<file path="src/rtl/gearbox_pkg.sv">
// Shared types and elaboration helpers for the width gearbox.
// Ratio, counter width and mode are derived here from the two data widths.
package gearbox_pkg;

    typedef enum logic [1:0] {MODE_PASS, MODE_DOWN, MODE_UP} mode_t;
    typedef enum logic {DN_IDLE, DN_SHIFT} down_state_t;
    typedef enum logic {UP_FILL, UP_FULL} up_state_t;

    function automatic int clog2(input int v);
        int r;
        r = 0;
        while ((1 << r) < v) r = r + 1;
        return r;
    endfunction

    function automatic bit widths_ok(input int wi, input int wo);
        if (wi <= 0 || wo <= 0) return 1'b0;
        return (wi > wo) ? ((wi % wo) == 0) : ((wo % wi) == 0);
    endfunction

    function automatic int calc_ratio(input int wi, input int wo);
        if (wi <= 0 || wo <= 0) return 1;
        return (wi > wo) ? (wi / wo) : (wo / wi);
    endfunction

    function automatic int calc_cw(input int ratio);
        return (clog2(ratio) < 1) ? 1 : clog2(ratio);
    endfunction

    function automatic mode_t calc_mode(input int wi, input int wo);
        if (wi > wo) return MODE_DOWN;
        if (wi < wo) return MODE_UP;
        return MODE_PASS;
    endfunction

endpackage

</file>
<file path="src/rtl/gearbox_beat_ctr.sv">
// Beat counter: tracks the chunk/slot index within one wide word.
// Latency: registered count, terminal count is combinational from it.
// Backpressure: none; advances only when inc is asserted, clr has priority.
module gearbox_beat_ctr
    import gearbox_pkg::*;
#(
    parameter int RATIO = 2,
    parameter int CW    = 1
) (
    input  logic          clk,
    input  logic          rst_n,
    input  logic          inc,
    input  logic          clr,
    output logic [CW-1:0] cnt,
    output logic          tc
);

    localparam logic [CW-1:0] LAST = CW'(RATIO - 1);

    assign tc = (cnt == LAST);

    always_ff @(posedge clk or negedge rst_n) begin
        if (!rst_n) begin
            cnt <= '0;
        end else if (clr) begin
            cnt <= '0;
        end else if (inc) begin
            cnt <= tc ? '0 : cnt + CW'(1);
        end
    end

endmodule

</file>
<file path="src/rtl/width_gearbox.sv">
// Streaming width converter: serialises wide words or packs narrow beats.
// Latency: 1 cycle from the (final) input accept to out_valid in every mode.
// Backpressure: output held stable while out_ready=0; in_ready drops until the word drains.
module width_gearbox
    import gearbox_pkg::*;
#(
    parameter int WIDTH_IN  = 8,
    parameter int WIDTH_OUT = 4,
    parameter int LSB_FIRST = 1
) (
    input  logic                 clk,
    input  logic                 rst_n,
    input  logic [WIDTH_IN-1:0]  in_data,
    input  logic                 in_valid,
    input  logic                 in_last,
    output logic                 in_ready,
    output logic [WIDTH_OUT-1:0] out_data,
    output logic                 out_valid,
    output logic                 out_last,
    input  logic                 out_ready
);

    localparam int    RATIO = calc_ratio(WIDTH_IN, WIDTH_OUT);
    localparam int    CW    = calc_cw(RATIO);
    localparam mode_t MODE  = calc_mode(WIDTH_IN, WIDTH_OUT);

    if (!widths_ok(WIDTH_IN, WIDTH_OUT)) begin : g_bad_width
        $error("width_gearbox: WIDTH_IN=%0d and WIDTH_OUT=%0d are not integer multiples", WIDTH_IN, WIDTH_OUT);
    end

    // Holds in_ready low until the first edge after reset release.
    logic en_q;
    logic in_fire;

    always_ff @(posedge clk or negedge rst_n) begin
        if (!rst_n) en_q <= 1'b0;
        else        en_q <= 1'b1;
    end

    assign in_fire = in_valid & in_ready;

    if (MODE == MODE_PASS) begin : g_pass
        logic [WIDTH_OUT-1:0] data_q;
        logic                 last_q;
        logic                 vld_q;

        assign in_ready  = en_q & (~vld_q | out_ready);
        assign out_data  = data_q;
        assign out_valid = vld_q;
        assign out_last  = vld_q & last_q;

        always_ff @(posedge clk or negedge rst_n) begin
            if (!rst_n) begin
                data_q <= '0;
                last_q <= 1'b0;
                vld_q  <= 1'b0;
            end else if (in_fire) begin
                data_q <= in_data;
                last_q <= in_last;
                vld_q  <= 1'b1;
            end else if (out_ready) begin
                vld_q  <= 1'b0;
            end
        end

    end else if (MODE == MODE_DOWN) begin : g_down
        localparam logic [CW-1:0] LAST = CW'(RATIO - 1);

        down_state_t          state_q, state_d;
        logic [WIDTH_IN-1:0]  hold_q;
        logic                 last_q;
        logic [CW-1:0]        cnt;
        logic [CW-1:0]        idx;
        logic                 tc, inc, clr;

        gearbox_beat_ctr #(.RATIO(RATIO), .CW(CW)) u_ctr (
            .clk(clk), .rst_n(rst_n), .inc(inc), .clr(clr), .cnt(cnt), .tc(tc)
        );

        assign idx = (LSB_FIRST != 0) ? cnt : LAST - cnt;

        always_ff @(posedge clk or negedge rst_n) begin
            if (!rst_n) state_q <= DN_IDLE;
            else        state_q <= state_d;
        end

        always_comb begin
            state_d   = state_q;
            in_ready  = 1'b0;
            out_valid = 1'b0;
            out_data  = '0;
            out_last  = 1'b0;
            inc       = 1'b0;
            clr       = 1'b0;
            case (state_q)
                DN_IDLE: begin
                    in_ready = en_q;
                    if (in_valid && en_q) begin
                        state_d = DN_SHIFT;
                        clr     = 1'b1;
                    end
                end
                DN_SHIFT: begin
                    out_valid = 1'b1;
                    out_data  = hold_q[int'(idx)*WIDTH_OUT +: WIDTH_OUT];
                    out_last  = tc & last_q;
                    // Accept the next word on the final chunk so words stream without a bubble.
                    in_ready  = en_q & tc & out_ready;
                    if (out_ready) begin
                        if (!tc) begin
                            inc = 1'b1;
                        end else begin
                            clr = 1'b1;
                            if (!(in_valid && en_q)) state_d = DN_IDLE;
                        end
                    end
                end
                default: state_d = DN_IDLE;
            endcase
        end

        always_ff @(posedge clk or negedge rst_n) begin
            if (!rst_n) begin
                hold_q <= '0;
                last_q <= 1'b0;
            end else if (in_fire) begin
                hold_q <= in_data;
                last_q <= in_last;
            end
        end

    end else begin : g_up
        localparam logic [CW-1:0] LAST = CW'(RATIO - 1);

        up_state_t            state_q, state_d;
        logic [WIDTH_OUT-1:0] hold_q, hold_d;
        logic                 last_q;
        logic [CW-1:0]        cnt;
        logic [CW-1:0]        slot;
        logic                 tc, inc, clr, done;

        gearbox_beat_ctr #(.RATIO(RATIO), .CW(CW)) u_ctr (
            .clk(clk), .rst_n(rst_n), .inc(inc), .clr(clr), .cnt(cnt), .tc(tc)
        );

        assign slot      = (LSB_FIRST != 0) ? cnt : LAST - cnt;
        assign done      = tc | in_last;
        assign out_data  = hold_q;

        always_ff @(posedge clk or negedge rst_n) begin
            if (!rst_n) state_q <= UP_FILL;
            else        state_q <= state_d;
        end

        always_comb begin
            state_d   = state_q;
            in_ready  = 1'b0;
            out_valid = 1'b0;
            out_last  = 1'b0;
            inc       = 1'b0;
            clr       = 1'b0;
            if (state_q == UP_FULL) begin
                out_valid = 1'b1;
                out_last  = last_q;
                in_ready  = en_q & out_ready;
                if (out_ready) state_d = UP_FILL;
            end else begin
                in_ready = en_q;
            end
            if (in_valid && in_ready) begin
                if (done) begin
                    state_d = UP_FULL;
                    clr     = 1'b1;
                end else begin
                    inc     = 1'b1;
                end
            end
        end

        // The first beat of a word starts from zero so a flushed word has empty upper slots.
        always_comb begin
            hold_d = (cnt == '0) ? '0 : hold_q;
            hold_d[int'(slot)*WIDTH_IN +: WIDTH_IN] = in_data;
        end

        always_ff @(posedge clk or negedge rst_n) begin
            if (!rst_n) begin
                hold_q <= '0;
                last_q <= 1'b0;
            end else if (in_fire) begin
                hold_q <= hold_d;
                last_q <= in_last;
            end
        end
    end

endmodule

</file>
<file path="config.mk">
export PLATFORM = sky130hd
export DESIGN_NAME = width_gearbox
export DESIGN_NICKNAME = d
export VERILOG_FILES = /design/src/rtl/gearbox_pkg.sv /design/src/rtl/gearbox_beat_ctr.sv /design/src/rtl/width_gearbox.sv
export SDC_FILE = /design/constraint.sdc
export NUM_CORES = 1
export LEC_CHECK = 0
export CAP_MARGIN = 20
export CORE_UTILIZATION = 41
export CTS_CLUSTER_SIZE = 16
export DETAILED_ROUTE_END_ITERATION = 8
export PLACE_DENSITY = 0.74
export SYNTH_ARGS = -nofsm -noshare
export SYNTH_HDL_FRONTEND = slang
export SYNTH_SLANG_ARGS = --single-unit
</file>
<file path="constraint.sdc">
create_clock -name clk -period 1.8 [get_ports clk]
set_clock_uncertainty 0.05 [all_clocks]
set_input_delay 0.18 -clock clk [delete_from_list [all_inputs] [get_ports clk]]
set_output_delay 0.18 -clock clk [all_outputs]
set_load 0.1 [all_outputs]
</file>
==> results.yml <==
status:
  outcome: "completed"
global_routing:
  use_met2: 0.2917
  grt_antenna_before_repair: 0
  grt_max_degree: 13
  grt_pass1_vias: 389
  grt_overflow: 0
  grt_usage: 0.1620
  grt_use_met3: 0.05202
  globalRouteMet1Util: 0.1654
  grt_pass1_wl_um: 1566
  top_usage_layer: "met2"
timing:
  min_period_ns: 1.657
  slew_headroom: 0.6452
  worst_slew_pin_slew_ns: 0.5305
  finalMaxSlewViolations: 0
  setup_viol: 0
  max_freq_mhz: 603.4
  fin_crit_sh: 0.9207
  rsz0062_at_grt: "false"
  finalHoldViolCount: 0
  setup_tns_ns: 0
critical_path:
  r2r-end: "g_down.hold_q[3]$_DFFE_PN0P_"
  worst-path-buf-inv: 1
  max_stage_delay_ns: 0.58
  start_kind: "flip-flop"
  worstSetupEndpointType: "output pin"
  worstRegToRegCells: 3
  worstPathCellList: "mux2i_1 -> nor2b_4 -> buf_12"
  worst-setup-path-type: "reg -> out"
  crit_path_max_fanout: 8
  critPathLaunch: "g_down.u_ctr.cnt$_DFFE_PN0P_"
  cp_top_family: "flip-flops"
  crit_slowest_cell: "dfrtp_1"
  cp.arrival_ns: 1.43
  r2r_start: "g_down.u_ctr.cnt$_DFFE_PN0P_"
  ff2ff_setup_slack_ns: 0.25
  required_ns: 1.57
clocking:
  cts.sinks: 12
  postCtsSetupBuffers: 0
  clock_latency_ns: 0.27
  clockBufferDepth: 2
  cts_tree: "done"
  cts_max_level: 1
  cts_buffers: 3
  cts_root_buffer: "clkbuf_4"
  hold_buffers: 0
  post_cts_resized: 0
  clk_pin_slew_worst_paths_ns: 0.07
detailed_routing:
  post-route-drc-count: 0
  vias_per_cell: 5.000
  drt-initial-drc-count: 1
  wl_per_cell_um: 11.97
  routed_wl_um: 922
  postRouteAntennaNets: 0
  vias: 385
  dr.pass1.iters: 2
synthesis:
  synth_warnings: 0
  synth_cells: 42
  syn_avg_cell_area_um2: 13.23
  yosysSeqAreaShare: 0.5405
  synth-seq-cells: 12
  synth_cell_types: 14
  synth_area_um2: 555.5
  syn_nets: 55
die:
  core_um2: 1186
  dieArea_um2: 1506
  die_w_um: 38.81
  start_util: 0.4684
  rows: 12
  io_pins: 20
  fp.dieH_um: 38.81
flow_run:
  drv_cap: 0
placement:
  io_buffers: 19
  hpwlAfterDp_um: 728.3
  place.gp.congestion: 0.5898
finish:
  syn2layout_area_growth_pct: 59.46
  diodes: 0
  layout-drive-gt1-share: 0.4603
  final_nets: 77
hold_path:
  hp-class: "in -> async"
[layout by cell type (no fill, tap or decap)]
cell and count:
o21ai_0 1, nand2_4 1, and3_2 1, conb_1 1
mux2_2 9, clkbuf_8 1, clkdlybuf4s50_1 12, dfrtp_1 11
a21oi_4 1, buf_12 7, nand2_1 4, o211ai_1 1
and2_2 1, mux2i_1 4, dfrtp_2 1, nor2b_4 4
clkbuf_4 3
[state kept, by name, indices dropped and copies added (netlist names)]
| register | cells |
|---|---|
| en_q | 1 |
| g_down.last_q | 1 |
| g_down.u_ctr.cnt | 1 |
| g_down.state_q | 1 |
| g_down.hold_q | 8 |
[how the worst max path moves through the flow]
stage	slack [ns]	end	cells past startpoint
5_1_grt	0.05	out_data[1]	3
6_report	0.14	out_data[1]	3
3_3_place_gp	0.16	g_down.hold_q[5]$_DFFE_PN0P_	4
2_1_floorplan	0.08	out_data[0]	2
3_5_place_dp	0.13	g_down.hold_q[4]$_DFFE_PN0P_	4
4_1_cts	0.12	out_data[1]	3
[through the flow]
stage	cell area, µm²	instances	setup WS, ns	hold slack, ns	util
3_3_place_gp	849.6	73	0.1576	0.4355	0.7162
4_1_cts	885.9	77	0.1177	0.2080	0.7468
6_report	885.9	77	0.1428	0.2061	0.7468
3_5_place_dp	849.6	73	0.1323	0.4397	0.7162
5_1_grt	885.9	77	0.05391	0.2297	0.7468
2_1_floorplan	588.1	42	0.07739	-0.1656	-
[worst reg2reg max path: stages, from the launching register on]
cell and delay, ns:
dfrtp_1 0.58, nand2_4 0.10, a21oi_4 0.33, mux2_2 0.38
[routing by layer]
| layer | vias up | part of all wire |
|---|---|---|
| li1 | 185 | - |
| met1 | 182 | 0.41 |
| met2 | 16 | 0.52 |
| met3 | 2 | 0.055 |
| met4 | 0 | 0.014 |
| met5 | - | 0 |
[synthesized netlist by cell type, drive strengths merged]
cell | number | share of area
a21oi | 1 | 0.029
and2 | 1 | 0.011
and3 | 1 | 0.014
buf | 2 | 0.029
conb | 1 | 0.0068
dfrtp | 12 | 0.54
mux2 | 9 | 0.18
mux2i | 4 | 0.072
nand2 | 5 | 0.047
nor2b | 4 | 0.045
o211ai | 1 | 0.014
o21ai | 1 | 0.0090
[logic make-up after synthesis]
family / share of synthesized area
simple gates: 0.1171
flops: 0.5405
buf+inv: 0.02927
other cells: 0.006750
compound gates: 0.05181
mux: 0.2545
[final cells by class]
cell class                 count  area [µm²]
timing repair buffer          19       260.3
fill                          85       300.3
sequential                    12       301.5
clock buffer                   4       36.28
multi-input combinational     28       270.3
tap                           14       17.52
Power is not shown: default switching activity piles up to over one toggle a cycle in this logic, so the estimate is an artifact.
